`config.mk`:
```
export PLATFORM = sky130hd
export DESIGN_NAME = axi4_qos_wrr_arbiter_flat
export DESIGN_NICKNAME = d
export VERILOG_FILES = /design/src/rtl/axi4_qos_wrr_arbiter_if.sv /design/src/rtl/axi4_qos_wrr_arbiter.sv /design/src/flat_wrapper.sv
export SDC_FILE = /design/constraint.sdc
export NUM_CORES = 1
export LEC_CHECK = 0
export ABC_AREA = 1
export CORE_ASPECT_RATIO = 0.5
export CORE_MARGIN = 8
export CORE_UTILIZATION = 55
export DETAILED_ROUTE_END_ITERATION = 8
export GPL_TIMING_DRIVEN = 0
export PLACE_DENSITY = 0.82
export SLEW_MARGIN = 5
export SYNTH_ARGS = -nofsm -noshare
export SYNTH_HDL_FRONTEND = slang
export SYNTH_SLANG_ARGS = --single-unit
```
`constraint.sdc`:
```
create_clock -name aclk -period 30 [get_ports aclk]
set_clock_uncertainty 0.2 [all_clocks]
set_input_delay 3 -clock aclk [delete_from_list [all_inputs] [get_ports aclk]]
set_output_delay 3 -clock aclk [all_outputs]
set_load 0.05 [all_outputs]
```
`src/rtl/axi4_qos_wrr_arbiter_if.sv`:
```
// Request/grant bundle between the requesting AXI4 masters and the address-channel arbiter.
interface axi4_qos_wrr_arbiter_if #(
    parameter int NUM_MASTERS  = 8,
    parameter int ID_WIDTH     = 4,
    parameter int QOS_WIDTH    = 4,
    parameter int WEIGHT_WIDTH = 4
);
    localparam int IDX_WIDTH = (NUM_MASTERS > 1) ? $clog2(NUM_MASTERS) : 1;

    logic [NUM_MASTERS-1:0]              master_req;
    logic [QOS_WIDTH*NUM_MASTERS-1:0]    master_qos;
    logic [ID_WIDTH*NUM_MASTERS-1:0]     master_id;
    logic [WEIGHT_WIDTH*NUM_MASTERS-1:0] master_weight;
    logic                                grant_ready;
    logic                                txn_done;
    logic [NUM_MASTERS-1:0]              grant;
    logic [IDX_WIDTH-1:0]                grant_idx;
    logic                                grant_valid;
    logic [QOS_WIDTH-1:0]                granted_qos;
    logic [ID_WIDTH-1:0]                 granted_id;
    logic                                busy;
    logic [NUM_MASTERS-1:0]              starved;

    // Arbiter side: consumes requests and downstream handshake, drives the grant.
    modport slave (
        input  master_req, master_qos, master_id, master_weight, grant_ready, txn_done,
        output grant, grant_idx, grant_valid, granted_qos, granted_id, busy, starved
    );

    // Requester/downstream side: the mirror image of the arbiter.
    modport master (
        output master_req, master_qos, master_id, master_weight, grant_ready, txn_done,
        input  grant, grant_idx, grant_valid, granted_qos, granted_id, busy, starved
    );
endinterface

```
`src/rtl/axi4_qos_wrr_arbiter.sv`:
```
// AXI4 address-channel arbiter: fixed, round-robin, aged-QoS or weighted round-robin
// selection, with the grant locked from acceptance until the transaction completes.
module axi4_qos_wrr_arbiter #(
    parameter int NUM_MASTERS   = 8,
    parameter int ID_WIDTH      = 4,
    parameter int QOS_WIDTH     = 4,
    parameter int WEIGHT_WIDTH  = 4,
    parameter int MODE          = 2,
    parameter int AGE_THRESHOLD = 15
) (
    input logic                   aclk,
    input logic                   aresetn,
    axi4_qos_wrr_arbiter_if.slave bus
);
    localparam int IDX_WIDTH = (NUM_MASTERS > 1) ? $clog2(NUM_MASTERS) : 1;
    localparam int AGE_WIDTH = $clog2(AGE_THRESHOLD + 1);
    localparam logic [AGE_WIDTH-1:0] AGE_MAX  = AGE_WIDTH'(AGE_THRESHOLD);
    localparam logic [IDX_WIDTH-1:0] LAST_IDX = IDX_WIDTH'(NUM_MASTERS - 1);

    typedef enum logic [1:0] {IDLE, GRANT, BUSY} state_t;

    state_t                  state_q;
    logic [NUM_MASTERS-1:0]  grant_q;
    logic [IDX_WIDTH-1:0]    grant_idx_q;
    logic [IDX_WIDTH-1:0]    rr_ptr_q;
    logic                    grant_valid_q;
    logic                    busy_q;
    logic [QOS_WIDTH-1:0]    granted_qos_q;
    logic [ID_WIDTH-1:0]     granted_id_q;
    logic [AGE_WIDTH-1:0]    age_q    [NUM_MASTERS];
    logic [WEIGHT_WIDTH-1:0] credit_q [NUM_MASTERS];

    logic [NUM_MASTERS-1:0]  starved;
    logic [NUM_MASTERS-1:0]  eligible;
    logic [NUM_MASTERS-1:0]  candidates;
    logic                    reload;
    logic                    accept;
    logic                    found;
    int                      scan_idx;
    logic [QOS_WIDTH-1:0]    scan_qos;
    logic [QOS_WIDTH-1:0]    scan_eff_qos;
    logic [IDX_WIDTH-1:0]    win_idx_d;
    logic [QOS_WIDTH-1:0]    win_eff_qos_d;
    logic [QOS_WIDTH-1:0]    win_qos_d;
    logic [ID_WIDTH-1:0]     win_id_d;

    assign accept = (state_q == GRANT) && bus.grant_ready;

    // Starvation flags and WRR eligibility; with no eligible requester the credits reload and everyone competes.
    always_comb begin
        starved  = '0;
        eligible = '0;
        for (int i = 0; i < NUM_MASTERS; i++) begin
            starved[i]  = (age_q[i] == AGE_MAX);
            eligible[i] = bus.master_req[i] && ((credit_q[i] != '0) || starved[i]);
        end
        reload     = (MODE == 3) && (eligible == '0);
        candidates = ((MODE == 3) && !reload) ? eligible : bus.master_req;
    end

    // Scan candidates from the start point; QoS modes only replace the holder on a strictly higher effective QoS.
    always_comb begin
        found         = 1'b0;
        scan_idx      = 0;
        scan_qos      = '0;
        scan_eff_qos  = '0;
        win_idx_d     = '0;
        win_eff_qos_d = '0;
        win_qos_d     = '0;
        win_id_d      = '0;
        for (int k = 0; k < NUM_MASTERS; k++) begin
            scan_idx = (MODE == 0) ? k : int'(rr_ptr_q) + k;
            if (scan_idx >= NUM_MASTERS) begin
                scan_idx = scan_idx - NUM_MASTERS;
            end
            scan_qos     = bus.master_qos[scan_idx*QOS_WIDTH +: QOS_WIDTH];
            scan_eff_qos = ((MODE >= 2) && starved[scan_idx]) ? '1 : scan_qos;
            if (candidates[scan_idx] && (!found || ((MODE >= 2) && (scan_eff_qos > win_eff_qos_d)))) begin
                found         = 1'b1;
                win_idx_d     = IDX_WIDTH'(scan_idx);
                win_eff_qos_d = scan_eff_qos;
                win_qos_d     = scan_qos;
                win_id_d      = bus.master_id[scan_idx*ID_WIDTH +: ID_WIDTH];
            end
        end
    end

    // Grant FSM: register the winner, hold it until accepted, then lock it until the transaction completes.
    always_ff @(posedge aclk or negedge aresetn) begin
        if (!aresetn) begin
            state_q       <= IDLE;
            grant_q       <= '0;
            grant_idx_q   <= '0;
            rr_ptr_q      <= '0;
            grant_valid_q <= 1'b0;
            busy_q        <= 1'b0;
            granted_qos_q <= '0;
            granted_id_q  <= '0;
        end else begin
            case (state_q)
                IDLE: begin
                    if (found) begin
                        grant_q       <= NUM_MASTERS'(1) << win_idx_d;
                        grant_idx_q   <= win_idx_d;
                        grant_valid_q <= 1'b1;
                        granted_qos_q <= win_qos_d;
                        granted_id_q  <= win_id_d;
                        state_q       <= GRANT;
                    end
                end
                GRANT: begin
                    if (bus.grant_ready) begin
                        grant_valid_q <= 1'b0;
                        busy_q        <= 1'b1;
                        rr_ptr_q      <= (grant_idx_q == LAST_IDX) ? '0 : grant_idx_q + IDX_WIDTH'(1);
                        state_q       <= BUSY;
                    end
                end
                BUSY: begin
                    if (bus.txn_done) begin
                        busy_q  <= 1'b0;
                        grant_q <= '0;
                        state_q <= IDLE;
                    end
                end
                default: state_q <= IDLE;
            endcase
        end
    end

    // Waiting requesters age up to the threshold; the locked master is frozen and cleared when accepted.
    always_ff @(posedge aclk or negedge aresetn) begin
        if (!aresetn) begin
            for (int i = 0; i < NUM_MASTERS; i++) age_q[i] <= '0;
        end else begin
            for (int i = 0; i < NUM_MASTERS; i++) begin
                if (!bus.master_req[i] || (accept && (grant_idx_q == IDX_WIDTH'(i)))) begin
                    age_q[i] <= '0;
                end else if ((state_q != IDLE) && (grant_idx_q == IDX_WIDTH'(i))) begin
                    age_q[i] <= age_q[i];
                end else if (age_q[i] != AGE_MAX) begin
                    age_q[i] <= age_q[i] + AGE_WIDTH'(1);
                end
            end
        end
    end

    // WRR credits: reload to max(weight,1) when nobody is eligible, spend one per accepted grant.
    always_ff @(posedge aclk or negedge aresetn) begin
        if (!aresetn) begin
            for (int i = 0; i < NUM_MASTERS; i++) credit_q[i] <= '0;
        end else begin
            for (int i = 0; i < NUM_MASTERS; i++) begin
                if ((state_q == IDLE) && found && reload) begin
                    credit_q[i] <= (bus.master_weight[i*WEIGHT_WIDTH +: WEIGHT_WIDTH] == '0) ?
                                   WEIGHT_WIDTH'(1) : bus.master_weight[i*WEIGHT_WIDTH +: WEIGHT_WIDTH];
                end else if ((MODE == 3) && accept && (grant_idx_q == IDX_WIDTH'(i)) && (credit_q[i] != '0)) begin
                    credit_q[i] <= credit_q[i] - WEIGHT_WIDTH'(1);
                end
            end
        end
    end

    assign bus.grant       = grant_q;
    assign bus.grant_idx   = grant_idx_q;
    assign bus.grant_valid = grant_valid_q;
    assign bus.granted_qos = granted_qos_q;
    assign bus.granted_id  = granted_id_q;
    assign bus.busy        = busy_q;
    assign bus.starved     = starved;
endmodule

```
`src/flat_wrapper.sv`:
```
// flat-port wrapper written by rule: the top's interface ports become plain ports
module axi4_qos_wrr_arbiter_flat 
#(
    parameter int NUM_MASTERS   = 8,
    parameter int ID_WIDTH      = 4,
    parameter int QOS_WIDTH     = 4,
    parameter int WEIGHT_WIDTH  = 4,
    parameter int MODE          = 2,
    parameter int AGE_THRESHOLD = 15
)
  (aclk, aresetn, bus_master_req, bus_master_qos, bus_master_id, bus_master_weight, bus_grant_ready, bus_txn_done, bus_grant, bus_grant_idx, bus_grant_valid, bus_granted_qos, bus_granted_id, bus_busy, bus_starved);
  axi4_qos_wrr_arbiter_if #(.NUM_MASTERS(NUM_MASTERS), .ID_WIDTH(ID_WIDTH), .QOS_WIDTH(QOS_WIDTH), .WEIGHT_WIDTH(WEIGHT_WIDTH)) bus_i ();
  input logic aclk;
  input logic aresetn;
  input wire logic [$bits(bus_i.master_req)-1:0] bus_master_req;
  input wire logic [$bits(bus_i.master_qos)-1:0] bus_master_qos;
  input wire logic [$bits(bus_i.master_id)-1:0] bus_master_id;
  input wire logic [$bits(bus_i.master_weight)-1:0] bus_master_weight;
  input wire logic [$bits(bus_i.grant_ready)-1:0] bus_grant_ready;
  input wire logic [$bits(bus_i.txn_done)-1:0] bus_txn_done;
  output wire logic [$bits(bus_i.grant)-1:0] bus_grant;
  output wire logic [$bits(bus_i.grant_idx)-1:0] bus_grant_idx;
  output wire logic [$bits(bus_i.grant_valid)-1:0] bus_grant_valid;
  output wire logic [$bits(bus_i.granted_qos)-1:0] bus_granted_qos;
  output wire logic [$bits(bus_i.granted_id)-1:0] bus_granted_id;
  output wire logic [$bits(bus_i.busy)-1:0] bus_busy;
  output wire logic [$bits(bus_i.starved)-1:0] bus_starved;
  assign bus_i.master_req = bus_master_req;
  assign bus_i.master_qos = bus_master_qos;
  assign bus_i.master_id = bus_master_id;
  assign bus_i.master_weight = bus_master_weight;
  assign bus_i.grant_ready = bus_grant_ready;
  assign bus_i.txn_done = bus_txn_done;
  assign bus_grant = bus_i.grant;
  assign bus_grant_idx = bus_i.grant_idx;
  assign bus_grant_valid = bus_i.grant_valid;
  assign bus_granted_qos = bus_i.granted_qos;
  assign bus_granted_id = bus_i.granted_id;
  assign bus_busy = bus_i.busy;
  assign bus_starved = bus_i.starved;
  axi4_qos_wrr_arbiter #(.NUM_MASTERS(NUM_MASTERS), .ID_WIDTH(ID_WIDTH), .QOS_WIDTH(QOS_WIDTH), .WEIGHT_WIDTH(WEIGHT_WIDTH), .MODE(MODE), .AGE_THRESHOLD(AGE_THRESHOLD)) u_core (.aclk(aclk), .aresetn(aresetn), .bus(bus_i));
endmodule
```
==> impl_metrics.ini, run 1 <==
[run_status]
outcome = completed

[global_route]
antenna_found_initial = 0
grt_pass1_wl_mm = 54.2
grt_pass1_vias = 9876
grt_max_degree = 40
grt.total_usage_pct = 36.5
overflow = 0

[finish]
register_area_sq_um = 1450
antenna_cells = 0
finalNetCount = 1706
syn_to_final_growth_pct = 20.6
drive_above_1_share_pct = 8.11
fill_cells = 1269
multiInputGateArea_sq_um = 5720

[sta]
fmax_mhz = 57.7
worst_pin_slew_ps = 946
slew_headroom_pct = 36.3
finalSetupViolCount = 0
slew_violations = 0
setup-tns-final_ps = 0
rsz0062_at_grt = false
min_period_over_period_pct = 57.8
period_needed_ps = 17340
hold_viol_final = 0

[routing]
detail-route-antenna-nets = 0
route.detailed.drc = 0
num_vias = 10600
first_pass_iters = 6
routed_wl_mm = 35.8
drt-wirelength-per-cell_um = 20.5
dr.first_iter.drc_count = 1789
vias_per_cell = 6.07

[clock_tree]
cts_made_buffers = 9
post-cts-setup-buffers = 0
ctsHoldBuffers = 0
tritoncts = built
clk_pin_slew_ps = 60
cts.sinks = 58
cts_resized = 0
htreeDepth = 3
clockBufferDepth = 2
cts-root-buf = clkbuf_16
clk_latency_ps = 330

[logic_synthesis]
netlist.area_leader.share_pct = 26.7
ys_async_sr_fraction_pct = 100
yosys-top-cells-area = nand2_1 27%, dfrtp_1 18%, o21ai_0 11%
yosys_warnings = 0
synth_top_cell_by_area = nand2_1
ys_top_cells_by_count = 572 x nand2_1, 169 x o21ai_0, 131 x inv_1, 113 x nand3_1, 73 x nor2_1
synthFlopType = dfrtp_1
syn_area_sq_um = 8050
seq_area_frac_synth_pct = 18.0
synth-edff-count = 0
ys_types = 43
yosysMostFrequentCell = nand2_1
ys_seq_elements = 58
syn-num-nets = 1590
avgSynthCellArea_sq_um = 5.62
syn_inst = 1432

[job]
max_cap_violations = 0

[die]
num_io_pins = 137
dieHeight_um = 102
core_sq_um = 14400
initial_core_util_pct = 55.9
die_w_um = 187
die_area_sq_um = 19000
rows = 31

[worst_setup_path]
cp_max_fo = 10
critPathBufInv = 14
crit_path_frequent_cell = nand2_1
path_delay_family = simple AND/OR/NAND/NOR gates
worstSetupPathType = primary input to register
cp_data_arrival_time_ps = 17350
slowest_stage = o21ai_0
worst_setup_path_start_kind = primary input
max_stage_delay_ps = 730
cp-end-kind = register
cp.required_ps = 30010

[place]
routabilityCongestion = 1.09
dp_hpwl_mm = 27.4
io_buffers = 104

[hold_path]
hold_path.class = register to register
## cells in the final DEF, fill, tap and decap left out, drive strengths merged, types with 3 or more instances in the layout
master	n
o21bai	4
nand2	591
nand3	120
mux2i	6
clkinv	5
clkdlybuf4s50	103
ha	50
xor2	6
a21oi	45
nor2	79
inv	140
o21ai	192
nand4	4
nor3	8
buf	46
a31oi	7
o31ai	3
o22ai	5
clkbuf	30
and2	12
or2	25
o21a	5
bufinv	3
dfrtp	58
## worst min-delay path, cell delays in order, from the launching register on
cell     delay (ps)
dfrtp_1         340
nand2_1          50
nand2_1          60
## cell type report
class	instances	share of cell area, %
clock inverters	7	1.29
repair buffers	105	10.9
flip-flops and latches	58	15.0
well taps	198	2.55
clock buffers	9	2.32
plain buffers	65	3.53
multi-input cells	1168	59.0
inverters	141	5.47
## sequential cells by signal (all words and copies together), names as in the netlist
register                cells
u_core.bus.busy             1
u_core.state_q              2
u_core.bus.granted_qos      4
u_core.bus.granted_id       4
u_core.bus.grant            8
u_core.bus.grant_valid      1
u_core.age_q               32
u_core.bus.grant_idx        3
u_core.rr_ptr_q             3
## routing by layer
layer | vias up | GRT usage (%) | wire [um] | share of wire [%]
met5 | - | 0 | 0 | 0
met4 | 0 | 9.70 | 942 | 2.6
met3 | 123 | 12.7 | 5540 | 15
met2 | 827 | 57.6 | 15100 | 42
met1 | 4857 | 47.1 | 14300 | 40
li1 | 4821 | - | - | -
## metrics by stage
| stage | util [%] | std cells | cell area [sq um] | setup WS [ps] | hold slack (ps) |
|---|---|---|---|---|---|
| global route | 67.4 | 1751 | 9700 | 11860 | 305 |
| finish | 67.4 | 1751 | 9700 | 12660 | 278 |
| CTS | 67.4 | 1751 | 9700 | 13610 | 282 |
| detailed placement | 65.0 | 1735 | 9350 | 13310 | 261 |
| floorplan | - | 1432 | 8050 | 17650 | 233 |
| global placement | 64.9 | 1734 | 9340 | 13440 | 256 |
## worst paths after layout
check	startpoint	end	slack [ps]	cells past startpoint
worst max-delay path	bus_master_qos[30]	u_core.bus.granted_id[3]	12660	75
worst min-delay path	u_core.bus.granted_id[0]	u_core.bus.granted_id[0]	280	2
worst max register to register	u_core.rr_ptr_q[1]	u_core.bus.granted_id[3]	12890	79
worst min register to register	u_core.bus.granted_id[0]	u_core.bus.granted_id[0]	280	2
max in group asynchronous	aresetn	u_core.age_q[17]	26570	2
min in group asynchronous	aresetn	u_core.age_q[26]	2440	1
## cells by family (layout without fill, tap and decap cells)
kind of cell             after synthesis  after routing  share of synthesized area [%]
AO/OA/AOI/OAI                        263            263                           17.5
XOR/XNOR                               7              7                           1.09
adder cells (fa/ha/maj)               50             50                           7.77
buffers and inverters                206            327                           10.9
flip-flops                            58             58                           18.0
multiplexers                           6              6                          0.746
AND/OR/NAND/NOR                      842            842                           44.0
Power of run 1 is left out: the tool's default activity adds up to more than one toggle a clock period on the data nets, which glitch-free logic cannot reach.
==> inputs of run 2 (changes only) <==
CORE_UTILIZATION = 50   (was 55)
PLACE_DENSITY = 0.79   (was 0.82)
clock period = 15 ns   (was 30 ns; I/O delays follow)
==> run 2 against run 1 <==
  * First-iteration DRC count shrank 29%
  * Cell count grew 0.40%
  * Via count shrank 3.4%
  * Count of clock-buffer cells in the layout rose by 2
  * Critical path depth is 11 higher
  * Non-clock buffer count is the same
  * Design area is 0.30% higher
  * Sequential share of layout area about the same
  * Register-to-register slack lost 12000 ps
  * Wire length shrank 3.7%
  * Core utilization fell by 4.9 points
  * Flip-flop and latch count stayed put
==> impl_metrics.ini, run 2 (synthesis gave the netlist of run 1 again) <==
[run_status]
outcome = completed

[clock_tree]
cts.sinks = 58
clk_latency_ps = 320
cts_made_buffers = 9
clockBufferDepth = 2
ctsHoldBuffers = 0
cts-root-buf = clkbuf_16
htreeDepth = 3
tritoncts = built
clk_pin_slew_ps = 50

[global_route]
grt_max_degree = 37
grt.total_usage_pct = 32.2
antenna_found_initial = 2
overflow = 0
grt_pass1_wl_mm = 52.6
grt_pass1_vias = 9538

[finish]
utilization_pct = 62.5
syn_to_final_growth_pct = 20.9
largest_reg_flops = 32
finalNetCount = 1706
fin_area_sq_um = 9730
final_common_cell = nand2_1
drive_above_1_share_pct = 9.08
mostFrequentLayoutCells = 572 x nand2_1, 161 x o21ai_0, 130 x inv_1
fill_cells = 1490
top_register = u_core.age_q
fin_cells = 1758

[place]
io_buffers = 104
dpl.cell_count = 1741
dp_hpwl_mm = 28.2
routabilityCongestion = 1.06
pre_cts_slack_ps = -1480
place_area_sq_um = 9360

[sta]
min_period_over_period_pct = 94.9
finalSetupViolCount = 0
hold_viol_final = 0
slew_headroom_pct = 31.1
worst_pin_slew_ps = 1020
period_needed_ps = 14230
fmax_mhz = 70.3
slew_violations = 0
setup_slack_ps = 766

[routing]
first_pass_iters = 6
detail-route-antenna-nets = 0
num_vias = 10300
drt-wirelength-per-cell_um = 19.6
dr.first_iter.drc_count = 1275
routed_wl_mm = 34.5
vias_per_cell = 5.84
route.detailed.drc = 0

[worst_setup_path]
critPathBufInv = 19
worstSetupPathType = register to register
cp-end-kind = register
reg2reg_depth = 86
r2r_setup_slack_ps = 770
cp_max_fo = 13
slowest_stage = ha_1
crit_path_frequent_cell = nand2_1
max_stage_delay_ps = 420
worst_setup_path_start_kind = register
path_depth = 86
r2r_start = u_core.rr_ptr_q[0]
path_delay_family = simple AND/OR/NAND/NOR gates
r2r_end = u_core.bus.granted_qos[0]
cp.required_ps = 15010
cp_data_arrival_time_ps = 14240

[die]
die_w_um = 195
core_sq_um = 15600
dieHeight_um = 106
die_area_sq_um = 20700
rows = 32
num_io_pins = 137
initial_core_util_pct = 51.7

[hold_path]
hold_path_startpoint = u_core.bus.grant[4]
whs_path_depth = 2
hold_path.class = register to register
holdPathEnd = u_core.bus.grant[4]

[job]
max_cap_violations = 0
## run 2: cell count changes in the layout (fill, tap and decap cells not counted), sizes merged
cell      change
clkinvlp      +2
bufinv        -2
clkbuf        +6
diode         +1
buf           -4
inv           -2
## run 2: repair_timing
action	4_1_cts	5_1_grt
setup buffers	0	2
hold endpoints to repair	0	0
endpoints found under the setup margin	19	19
gates resized for setup	10	22
## run 2: worst max-delay path by stage
stage               slack, ps               start                         to
floorplan                3870  u_core.rr_ptr_q[1]   u_core.bus.granted_id[3]
global placement        -1250  u_core.rr_ptr_q[1]  u_core.bus.granted_qos[0]
detailed placement      -1480  u_core.rr_ptr_q[1]  u_core.bus.granted_qos[0]
CTS                       110  u_core.rr_ptr_q[1]  u_core.bus.granted_qos[0]
global route              -10  u_core.rr_ptr_q[0]  u_core.bus.granted_qos[0]
finish                    770  u_core.rr_ptr_q[0]  u_core.bus.granted_qos[0]
## run 2: through the flow
step / TNS [ps] / hold WS, ps
5_1_grt: -14.7 / 305
6_report: 0 / 274
4_1_cts: 0 / 281
2_1_floorplan: 0 / 233
3_3_place_gp: -20830 / 259
3_5_place_dp: -25510 / 266
## run 2: layout make-up
type                       count  area, sq um  share of cell area (%)
timing repair buffer         107         1070                    11.0
multi-input combinational   1168         5760                    59.2
buffer                        63          352                    3.61
sequential                    58         1450                    14.9
antenna                        1         2.50                  0.0257
inverter                     141          538                    5.53
clock buffer                  11          243                    2.49
tap                          204          255                    2.62
clock inverter                 5         53.8                   0.553
## run 2: layer usage
| layer | track usage, % | part of all wire (%) | vias to the layer above |
|---|---|---|---|
| met2 | 48.8 | 42 | 618 |
| met1 | 43.2 | 42 | 4741 |
| li1 | - | - | 4838 |
| met5 | 0 | 0.038 | - |
| met4 | 6.94 | 1.7 | 2 |
| met3 | 11.9 | 15 | 69 |
## run 2: worst register-to-register path, delay by kind of cell, from the launching register on
kind,cells,cell delay [ps]
compound gates,20,3080
buf+inv,19,3510
fa+ha+maj,8,2300
simple gates,39,4650
flops,1,360
Power of run 2 is left out for the same reason.
